**config.mk**
```make
export PLATFORM = sky130hd
export DESIGN_NAME = codec_config_sequencer
export DESIGN_NICKNAME = d
export VERILOG_FILES = /design/src/rtl/codec_config_sequencer.sv
export SDC_FILE = /design/constraint.sdc
export NUM_CORES = 1
export LEC_CHECK = 0
export BUFFER_PORTS_ARGS = -buffer_cell sky130_fd_sc_hd__buf_2
export CAP_MARGIN = 5
export CORE_MARGIN = 3
export CORE_UTILIZATION = 55
export DETAILED_ROUTE_END_ITERATION = 8
export GPL_ROUTABILITY_DRIVEN = 0
export PLACE_DENSITY = 0.74
export SLEW_MARGIN = 20
export SYNTH_ARGS = -nofsm -noshare
export SYNTH_HDL_FRONTEND = slang
export SYNTH_SLANG_ARGS = --single-unit
```
**constraint.sdc**
```tcl
create_clock -name clk -period 3.9 [get_ports clk]
set_clock_uncertainty 0.2 [all_clocks]
set_input_delay 0.78 -clock clk [delete_from_list [all_inputs] [get_ports clk]]
set_output_delay 0.78 -clock clk [all_outputs]
set_load 0.005 [all_outputs]
```
**src/rtl/codec_config_sequencer.sv**
```systemverilog
// Programs the audio codec's control registers over I2C_Bus from a fixed ROM,
// once after reset and again on every start request; retries failed writes.
module codec_config_sequencer #(
  parameter logic [6:0]  DEV_ADDR       = 7'h1A,
  parameter int unsigned NUM_REGS       = 9,
  parameter int unsigned MAX_RETRIES    = 3,
  parameter int unsigned GAP_CYCLES     = 500,
  parameter int unsigned TIMEOUT_CYCLES = 100000
) (
  input  logic        clk,
  input  logic        rst,
  input  logic        start,
  input  logic        i2c_over,
  input  logic        i2c_ack,
  output logic        i2c_begin,
  output logic [15:0] i2c_data,
  output logic [6:0]  i2c_addr,
  output logic        i2c_rw,
  output logic        busy,
  output logic        cfg_done,
  output logic        cfg_error,
  output logic [3:0]  reg_idx
);

  localparam int unsigned TW = $clog2(TIMEOUT_CYCLES + 1);
  localparam int unsigned GW = $clog2(GAP_CYCLES + 1);
  localparam int unsigned RW = (MAX_RETRIES > 0) ? $clog2(MAX_RETRIES + 1) : 1;

  typedef enum logic [2:0] {
    S_IDLE, S_ISSUE, S_WAIT, S_CHECK, S_GAP, S_DONE, S_ERROR
  } state_t;

  state_t          state_q, state_d;
  logic [3:0]      idx_q, idx_d;
  logic [RW-1:0]   retry_q, retry_d;
  logic [TW-1:0]   tmo_q, tmo_d;
  logic [GW-1:0]   gap_q, gap_d;
  logic            ack_q, ack_d;
  logic            auto_q, auto_d;
  logic [15:0]     data_q;

  function automatic logic [15:0] rom_word(input logic [3:0] idx);
    case (idx)
      4'd0:    rom_word = 16'h1E00;
      4'd1:    rom_word = 16'h0017;
      4'd2:    rom_word = 16'h0217;
      4'd3:    rom_word = 16'h0815;
      4'd4:    rom_word = 16'h0A00;
      4'd5:    rom_word = 16'h0C00;
      4'd6:    rom_word = 16'h0E02;
      4'd7:    rom_word = 16'h1000;
      4'd8:    rom_word = 16'h1201;
      default: rom_word = 16'h1E00;
    endcase
  endfunction

  always_comb begin
    state_d = state_q;
    idx_d   = idx_q;
    retry_d = retry_q;
    tmo_d   = tmo_q;
    gap_d   = gap_q;
    ack_d   = ack_q;
    auto_d  = auto_q;
    case (state_q)
      // auto_q is armed by reset so the first post-reset cycle issues word 0
      S_IDLE: begin
        if (start || auto_q) begin
          auto_d  = 1'b0;
          idx_d   = '0;
          retry_d = '0;
          state_d = S_ISSUE;
        end
      end
      S_ISSUE: begin
        tmo_d   = '0;
        state_d = S_WAIT;
      end
      S_WAIT: begin
        if (i2c_over) begin
          ack_d   = i2c_ack;
          state_d = S_CHECK;
        end else if (tmo_q == TW'(TIMEOUT_CYCLES - 1)) begin
          ack_d   = 1'b0;
          state_d = S_CHECK;
        end else begin
          tmo_d = tmo_q + TW'(1);
        end
      end
      S_CHECK: begin
        if (ack_q) begin
          if (idx_q == 4'(NUM_REGS - 1)) begin
            state_d = S_DONE;
          end else begin
            idx_d   = idx_q + 4'd1;
            retry_d = '0;
            gap_d   = '0;
            state_d = S_GAP;
          end
        end else if (retry_q < RW'(MAX_RETRIES)) begin
          retry_d = retry_q + RW'(1);
          gap_d   = '0;
          state_d = S_GAP;
        end else begin
          state_d = S_ERROR;
        end
      end
      S_GAP: begin
        if (gap_q == GW'(GAP_CYCLES - 1)) begin
          state_d = S_ISSUE;
        end else begin
          gap_d = gap_q + GW'(1);
        end
      end
      S_DONE, S_ERROR: begin
        if (start) begin
          idx_d   = '0;
          retry_d = '0;
          state_d = S_ISSUE;
        end
      end
      default: state_d = S_IDLE;
    endcase
  end

  always_ff @(posedge clk) begin
    if (!rst) begin
      state_q <= S_IDLE;
      idx_q   <= '0;
      retry_q <= '0;
      tmo_q   <= '0;
      gap_q   <= '0;
      ack_q   <= 1'b0;
      auto_q  <= 1'b1;
      data_q  <= 16'h1E00;
    end else begin
      state_q <= state_d;
      idx_q   <= idx_d;
      retry_q <= retry_d;
      tmo_q   <= tmo_d;
      gap_q   <= gap_d;
      ack_q   <= ack_d;
      auto_q  <= auto_d;
      data_q  <= rom_word(idx_d);
    end
  end

  assign i2c_begin = (state_q == S_ISSUE);
  assign i2c_data  = data_q;
  assign i2c_addr  = DEV_ADDR;
  assign i2c_rw    = 1'b0;
  assign busy      = (state_q == S_ISSUE) || (state_q == S_WAIT) ||
                     (state_q == S_CHECK) || (state_q == S_GAP);
  assign cfg_done  = (state_q == S_DONE);
  assign cfg_error = (state_q == S_ERROR);
  assign reg_idx   = idx_q;

endmodule

```
Word level (Yosys, flattened, before mapping)
Memory sizes are Yosys's and may differ from the RTL's. A register that Yosys moved wholly into a read port is not among the register bits.
Index checks and enable logic that the tools add are counted.
{"block": "totals", "regBits": 53, "latchBits": 0, "ramBits": 0, "romBits": 128, "input_bits": 5, "out_inout_bits": 32, "wordCells": 79, "mem_count": 1}
{"block": "classes", "n_addsub": 4, "mul": 0, "n_div": 0, "order_cmp": 1, "n_eq_ne": 18, "shift": 0, "n_mux": 30, "n_bitwise": 0, "reduce_logical": 17}
{"memory": "(no name shown)", "depth": 16, "width": 8, "read_ports": 1, "rd_ports_with_merged_regs": 1, "wr": 0, "line_no": "43", "rtl": "case (idx)"}
{"cell": "2-to-1 mux 9 bit", "count": 4}
{"cell": "2-to-1 mux 17 bit", "count": 2}
{"cell": "one-hot mux 17 bit (2 select lines)", "count": 1}
{"cell": "2-to-1 mux 3 bit", "count": 6}
{"cell": "one-hot mux 3 bit (6 select lines)", "count": 1}
{"cell": "one-hot mux 9 bit (2 select lines)", "count": 1}
{"cell": "adder 17 x 1 -> 17 bit, second input constant", "count": 1}
{"cell": "equality test 17 bit, second input constant", "count": 1}
{"cell": "2-to-1 mux 4 bit", "count": 4}
{"cell": "2-to-1 mux 2 bit", "count": 6}
{"cell": "!= test 2 bit, second input constant", "count": 6}
{"cell": "one-hot mux 4 bit (3 select lines)", "count": 1}
{"cell": "adder 9 x 1 -> 9 bit, second input constant", "count": 1}
{"cell": "equality test 3 bit, second input constant", "count": 3}
{"cell": "equality test 9 bit, second input constant", "count": 1}
{"cell": "!= test 3 bit, second input constant", "count": 3}
{"cell": "AND reduction 4 bit", "count": 2}
{"cell": "equality test 3 x 2 -> 1 bit, second input constant", "count": 2}
{"cell": "one-hot mux 2 bit (3 select lines)", "count": 1}
{"cell": "nonzero test 2 bit", "count": 3}
{"cell": "AND reduction 5 bit", "count": 1}
{"cell": "adder 4 x 1 -> 4 bit, second input constant", "count": 1}
{"cell": "equality test 4 bit, second input constant", "count": 1}
{"cell": "logical OR 1 bit", "count": 4}
{"cell": "other kinds (10)", "count": 13}

Logic depth before layout (Yosys ltp)
Gate-level depths: netlist of run 1.
{"block": "depth", "ltp_word": 4, "ltp_mapped": 11, "ltp_nobuf": 10}

Worst setup path after synthesis of run 1
No wires, ideal clock.
{"block": "synth_timing", "path_type": "reg2reg", "from": "reg state_q[0]", "to": "reg data_q[11], in the netlist i2c_data[11]", "setup_ns": 0.078, "arrival_ns": 2.495, "required_time_ns": 3.622, "slack_ns": 1.127, "stages_incl_launch_ff": 12, "n_path_buf": 2, "synth_period_minus_slack_ns": 2.773, "path_cell_list": "dfxtp_1 -> buf_4 -> inv_1 -> fa_1 -> clkbuf_1 -> inv_1 -> nand2_1 -> o31ai_1 -> inv_1 -> ha_1 -> o2111a_1 -> a32oi_1"}
{"block": "synth_via", "elab_chain_cells": 3, "elab_cells_between_ends": 6, "cone_classes": "eq/ne: 3; mux: 1; reduce/logical: 2"}
{"item": "from (decl)", "line_no": "33", "rtl": "state_t state_q, state_d;"}
{"item": "from (signal assigned)", "line_no": "137", "rtl": "state_q <= state_d;"}
{"item": "equality test 3 bit", "line_no": "65", "rtl": "case (state_q)"}
{"item": "OR reduction 2 bit", "line_no": "65"}
{"item": "one-hot mux 4 bit (3 select lines) (*)", "line_no": "65"}
{"item": "net idx_d[0]", "line_no": "34", "rtl": "logic [3:0] idx_q, idx_d;"}
{"item": "to (decl)", "line_no": "40", "rtl": "logic [15:0] data_q;"}
The timed path passes the listed nets; every way through them passes the cells marked *.
A chain may end at the register's enable or synchronous reset.

Worst setup path in the final report of run 1
Same ends and word-level chain as after synthesis.

==> flow_summary.json, run 1 <==
{
  "mostFrequentLayoutCell": "dfxtp_1",
  "yosysWarnings": 0,
  "synth-xor-area-share_pct": 3.73,
  "muxShareOfSynthArea_pct": 0.387,
  "post_dp_cell_area_um2": 2600,
  "antenna_found_initial": 0,
  "rsz0062_at_grt": "no",
  "arrival_ns": 3.31,
  "synth-edff-count": 0,
  "via_per_inst": 5.71,
  "fill_cells": 387,
  "totalWireLength_um": 4970,
  "synth_area_per_cell_um2": 8.50,
  "crit_fanout": 10,
  "drc": 0,
  "hold_path_depth": 2,
  "ys_seq_area_share_pct": 34.1,
  "crit_top_cell": "inv_1",
  "fmax_mhz": 305,
  "die_x_um": 74.6,
  "grt_pass1_vias": 1812,
  "tns_ns": 0,
  "hp-class": "register to register",
  "synth-async-reset-ratio_pct": 0,
  "critPathBufInv": 3,
  "synth_compound_area_share_pct": 21.2,
  "start_kind": "register",
  "ys.flop_type": "dfxtp_1",
  "slowest_delay_ns": 0.67,
  "multi_input_area_um2": 1500,
  "grt_start_max_net_pins": 16,
  "drt_iter0_drc": 162,
  "dr.pass1.iters": 4,
  "synth_top_family_by_area": "simple AND/OR/NAND/NOR gates",
  "start_util_pct": 58.2,
  "maxCapViolations": 0,
  "wl_per_cell_um": 13.5,
  "path_clk_slew_ns": 0.08,
  "cts-root-buf": "clkbuf_8",
  "yosys.area_share.simple_pct": 25.1,
  "die_area_um2": 5560,
  "vias": 2108,
  "ios": 37,
  "hold_path_end": "auto_q$_SDFFE_PN1P_",
  "htree_levels": 2,
  "grt_util_all_layers_pct": 19.3,
  "grt_pass1_wl_um": 8490,
  "r2r-end": "i2c_data[11]$_SDFF_PN1_",
  "stdcell_count": 369,
  "place_inst": 361,
  "die_h_um": 74.6,
  "critPathKind": "register to register",
  "cellPowerDensity_nw_per_um2": 428,
  "clock-sinks": 44,
  "ys_types": 57,
  "final_util_pct": 60.8,
  "io_buffers": 20,
  "irDropWorstVdd_v": 0.000193,
  "critical_path.top_delay_family": "adder cells",
  "nets": 331,
  "clk_latency_ns": 0.30,
  "period_needed_ns": 3.28,
  "final_cell_mix": "dfxtp_1, nor2_1, nand2_1",
  "worst_path_max_delay_cell": "fa_1",
  "setup_viol": 0,
  "leakagePower_nw": 1.10,
  "drtAntennaViolNets": 0,
  "syn-instance-count": 304,
  "hold_start": "auto_q$_SDFFE_PN1P_",
  "cts.path.max_buffers": 2,
  "tritoncts": "yes",
  "numCtsBuffers": 5,
  "crit_path_start": "state_q[0]$_SDFFE_PN0P_",
  "ys_ff_latch": 44,
  "cts-resized-gates": 0,
  "worstPathRequired_ns": 3.93,
  "grt_overflow": 0,
  "synthAdderAreaFrac_pct": 5.13,
  "place_hpwl_um": 3560,
  "rr_worst_depth": 9,
  "tightest_slew_ns": 0.853,
  "r2r_setup_slack_ns": 0.62,
  "slew_viol_final": 0,
  "fin_crit_sh_pct": 84.1,
  "hold_viol_final": 0,
  "outcome": "completed",
  "seq_area_um2": 881,
  "cts_setup_buffers": 0,
  "insertedDiodeCount": 0,
  "slew_headroom_pct": 43.0,
  "r2r-start": "state_q[0]$_SDFFE_PN0P_",
  "cts-hold-fix-buffers": 0,
  "coreArea_um2": 4440,
  "path_cells": "inv_1, fa_1, inv_1, nand2_1, o31ai_1, inv_1, ha_1, o2111a_1, a32oi_1",
  "fin_area_um2": 2700,
  "num_rows": 24,
  "syn_to_final_growth_pct": 4.45,
  "synth_area_um2": 2580,
  "worstSetupEndpointType": "register",
  "drive_gt1_share_pct": 15.8
}
[cell families (layout without fill, tap and decap cells)]
kind of cell / after synthesis / in the layout
buffers and inverters: 45 / 44
AND/OR/NAND/NOR: 118 / 118
AO/OA/AOI/OAI: 73 / 73
multiplexers: 1 / 1
flip-flops: 44 / 44
XOR/XNOR: 11 / 11
adder cells (fa/ha/maj): 10 / 10
other: 2 / 16
[stage by stage]
stage	total power, W	setup slack, ns	hold slack, ns
3_5_place_dp	0.000859	0.648	0.274
5_1_grt	0.00123	0.306	0.303
3_3_place_gp	0.000849	0.784	0.263
6_report	0.00116	0.622	0.283
4_1_cts	0.00116	0.619	0.287
2_1_floorplan	0.000811	1.13	0.234
[synthesized netlist by cell type (4+ instances only)]
master	number	share of area (%)
a211oi_1	6	1.7
a21oi_1	23	4.5
a31o_2	9	3.0
a31oi_1	6	1.5
and2_1	5	1.2
and3_1	5	1.2
buf_2	4	0.77
buf_4	19	5.5
clkbuf_1	4	0.58
dfxtp_1	44	34
ha_1	9	4.4
inv_1	16	2.3
nand2_1	24	3.5
nand2b_1	6	1.5
nand3_1	11	2.1
nand4_1	6	1.5
nor2_1	30	4.4
nor3_1	7	1.4
o21ai_0	4	0.77
o31ai_1	5	1.5
xnor2_1	10	3.4
[cell type report]
type	instances	share of cell area, %
multi-input cells	229	55.4
flip-flops and latches	44	32.6
repair buffers	20	3.71
clock buffers	6	3.06
well taps	52	2.41
inverters	16	2.22
clock inverters	2	0.556
[per-layer routing]
layer	vias up	GRT usage (%)	part of all wire [%]
li1	1077	-	-
met1	976	28.5	52
met2	50	27.8	43
met3	5	4.05	4.4
met4	0	6.32	0.88
met5	-	0	0
[power breakdown]
group | total (W) | leakage (nW) | internal (W) | switching [W]
Sequential | 0.000518 | 0.356 | 0.000472 | 0.0000459
Clock | 0.000305 | 0.0434 | 0.000143 | 0.000161
Combinational | 0.000333 | 0.703 | 0.000126 | 0.000207
Total | 0.00116 | 1.10 | 0.000742 | 0.000414
[worst max-delay path by stage]
| stage | to | depth (start not counted) |
|---|---|---|
| global route | i2c_data[11]$_SDFF_PN1_ | 9 |
| floorplan | i2c_data[11]$_SDFF_PN1_ | 11 |
| CTS | i2c_data[11]$_SDFF_PN1_ | 9 |
| finish | i2c_data[11]$_SDFF_PN1_ | 9 |
| global placement | i2c_data[11]$_SDFF_PN1_ | 9 |
| detailed placement | i2c_data[11]$_SDFF_PN1_ | 9 |
[state kept, by name, indices dropped and copies added (netlist names)]
signal    count
ack_q         1
reg_idx       4
gap_q         9
i2c_data      7
state_q       3
retry_q       2
tmo_q        17
auto_q        1
[worst reg2reg max path, cell delays in order (launching register included)]
cell      delay, ns
dfxtp_1        0.58
inv_1          0.19
fa_1           0.67
inv_1          0.15
nand2_1        0.10
o31ai_1        0.50
inv_1          0.14
ha_1           0.27
o2111a_1       0.27
a32oi_1        0.14
Note: power is estimated with default switching activity, not from simulation.
==> run 2: changes to the inputs <==
==> constraint.sdc (replaced) <==
create_clock -name clk -period 3.3 [get_ports clk]
set_clock_uncertainty 0.2 [all_clocks]
set_input_delay 0.66 -clock clk [delete_from_list [all_inputs] [get_ports clk]]
set_output_delay 0.66 -clock clk [all_outputs]
set_load 0.005 [all_outputs]
==> flow_summary.json, run 2 (synthesized netlist as in run 1, its figures left out) <==
{
  "outcome": "completed",
  "hold_path_end": "auto_q$_SDFFE_PN1P_",
  "grt_overflow": 0,
  "crit_fanout": 12,
  "irDropWorstVdd_v": 0.000255,
  "path_clk_slew_ns": 0.08,
  "mostFrequentLayoutCell": "dfxtp_1",
  "stdcell_count": 373,
  "drtAntennaViolNets": 0,
  "internal-power_w": 0.000863,
  "cts-root-buf": "clkbuf_8",
  "fin_crit_sh_pct": 87.5,
  "syn_to_final_growth_pct": 5.13,
  "setup_slack_ns": 0.412,
  "final_cell_mix": "dfxtp_1, nor2_1, nand2_1",
  "hold_viol_final": 0,
  "place_hpwl_um": 3590,
  "antenna_found_initial": 0,
  "grt_pass1_wl_um": 8130,
  "largest-register": "tmo_q",
  "nets": 336,
  "tritoncts": "yes",
  "cts.path.max_buffers": 2,
  "die_area_um2": 5560,
  "coreArea_um2": 4440,
  "leakagePower_nw": 1.13,
  "dr.pass1.iters": 4,
  "rr_worst_depth": 9,
  "totalWireLength_um": 4940,
  "p_comb_share_pct": 31.3,
  "ios": 37,
  "via_per_inst": 5.74,
  "wl_per_cell_um": 13.2,
  "vias": 2142,
  "seq_power_share_pct": 44.7,
  "start_util_pct": 58.2,
  "cts-resized-gates": 0,
  "worstSetupEndpointType": "register",
  "io_buffers": 20,
  "clk_latency_ns": 0.29,
  "drive_gt1_share_pct": 16.5,
  "worstPathRequired_ns": 3.32,
  "hp-class": "register to register",
  "clock-sinks": 44,
  "r2r-start": "state_q[1]$_SDFFE_PN0P_",
  "cellPowerDensity_nw_per_um2": 492,
  "die_h_um": 74.6,
  "die_x_um": 74.6,
  "cts_setup_buffers": 0,
  "insertedDiodeCount": 0,
  "drc": 0,
  "hold_path_depth": 2,
  "grt_pass1_vias": 1773,
  "cts-hold-fix-buffers": 0,
  "start_kind": "register",
  "hold_start": "auto_q$_SDFFE_PN1P_",
  "r2r_setup_slack_ns": 0.41,
  "htree_levels": 2,
  "clock_power_share_pct": 24.0,
  "drt_iter0_drc": 146,
  "grt_util_all_layers_pct": 18.7,
  "slew_viol_final": 0,
  "r2r-end": "i2c_data[11]$_SDFF_PN1_",
  "maxCapViolations": 0,
  "grt_start_max_net_pins": 16,
  "arrival_ns": 2.91,
  "fmax_mhz": 346,
  "switchingPower_w": 0.000475,
  "numCtsBuffers": 5,
  "place_inst": 366,
  "critPathKind": "register to register",
  "tightest_slew_ns": 0.649,
  "swShare_pct": 35.5,
  "period_needed_ns": 2.89,
  "slew_headroom_pct": 56.4,
  "pre_cts_ws_ns": 0.482,
  "rsz0062_at_grt": "no",
  "setup_viol": 0,
  "tns_ns": 0,
  "largest_reg_flops": 17,
  "num_rows": 24
}
-- run 2: power by group through the flow --
| stage | sequential, W | combinational, W | clock [W] |
|---|---|---|---|
| 2_1_floorplan | 0.000585 | 0.000373 | 0 |
| 3_3_place_gp | 0.000608 | 0.000412 | 0 |
| 3_5_place_dp | 0.000609 | 0.000418 | 0 |
| 4_1_cts | 0.000596 | 0.000418 | 0.000327 |
| 5_1_grt | 0.000602 | 0.000468 | 0.000346 |
| 6_report | 0.000598 | 0.000419 | 0.000320 |
-- run 2: final cells by class --
cell class / count / area (um^2)
Timing Repair Buffer: 25 / 138
Clock buffer: 6 / 72.6
Inverter: 16 / 60.1
Clock inverter: 1 / 5.00
Multi-Input combinational cell: 229 / 1500
Tap cell: 52 / 65.1
Sequential cell: 44 / 881
Fill cell: 388 / 1730
-- run 2: per-layer routing --
metal / up-vias / routed length, um / GRT usage (%)
met3: 7 / 232 / 5.14
met4: 0 / 52 / 5.14
met5: - / 0 / 0
met1: 992 / 2580 / 27.4
met2: 56 / 2080 / 26.7
li1: 1087 / - / -
-- run 2: how the worst max path moves through the flow --
stage,from,endpoint,slack (ns)
global route,state_q[1]$_SDFFE_PN0P_,i2c_data[11]$_SDFF_PN1_,0.21
floorplan,state_q[0]$_SDFFE_PN0P_,i2c_data[11]$_SDFF_PN1_,0.53
finish,state_q[1]$_SDFFE_PN0P_,i2c_data[11]$_SDFF_PN1_,0.41
CTS,state_q[1]$_SDFFE_PN0P_,i2c_data[11]$_SDFF_PN1_,0.45
global placement,state_q[1]$_SDFFE_PN0P_,i2c_data[11]$_SDFF_PN1_,0.53
detailed placement,state_q[1]$_SDFFE_PN0P_,i2c_data[11]$_SDFF_PN1_,0.48
-- run 2: critical path, cell delays in order (launching register included) --
cell      delay [ns]
dfxtp_1         0.56
inv_1           0.13
fa_1            0.63
inv_1           0.15
nand2_1         0.09
o31ai_1         0.28
inv_1           0.11
ha_1            0.25
o2111a_1        0.26
a32oi_1         0.14
-- run 2: metrics by stage --
| step | utilization [%] | area, um^2 | hold WS [ns] | total power [W] |
|---|---|---|---|---|
| after global routing | 61.1 | 2720 | 0.294 | 0.00142 |
| final | 61.1 | 2720 | 0.263 | 0.00134 |
| after floorplan | - | 2640 | 0.234 | 0.000959 |
| after detailed placement | 59.4 | 2640 | 0.257 | 0.00103 |
| after CTS | 61.1 | 2720 | 0.270 | 0.00134 |
| after global placement | 59.4 | 2640 | 0.262 | 0.00102 |
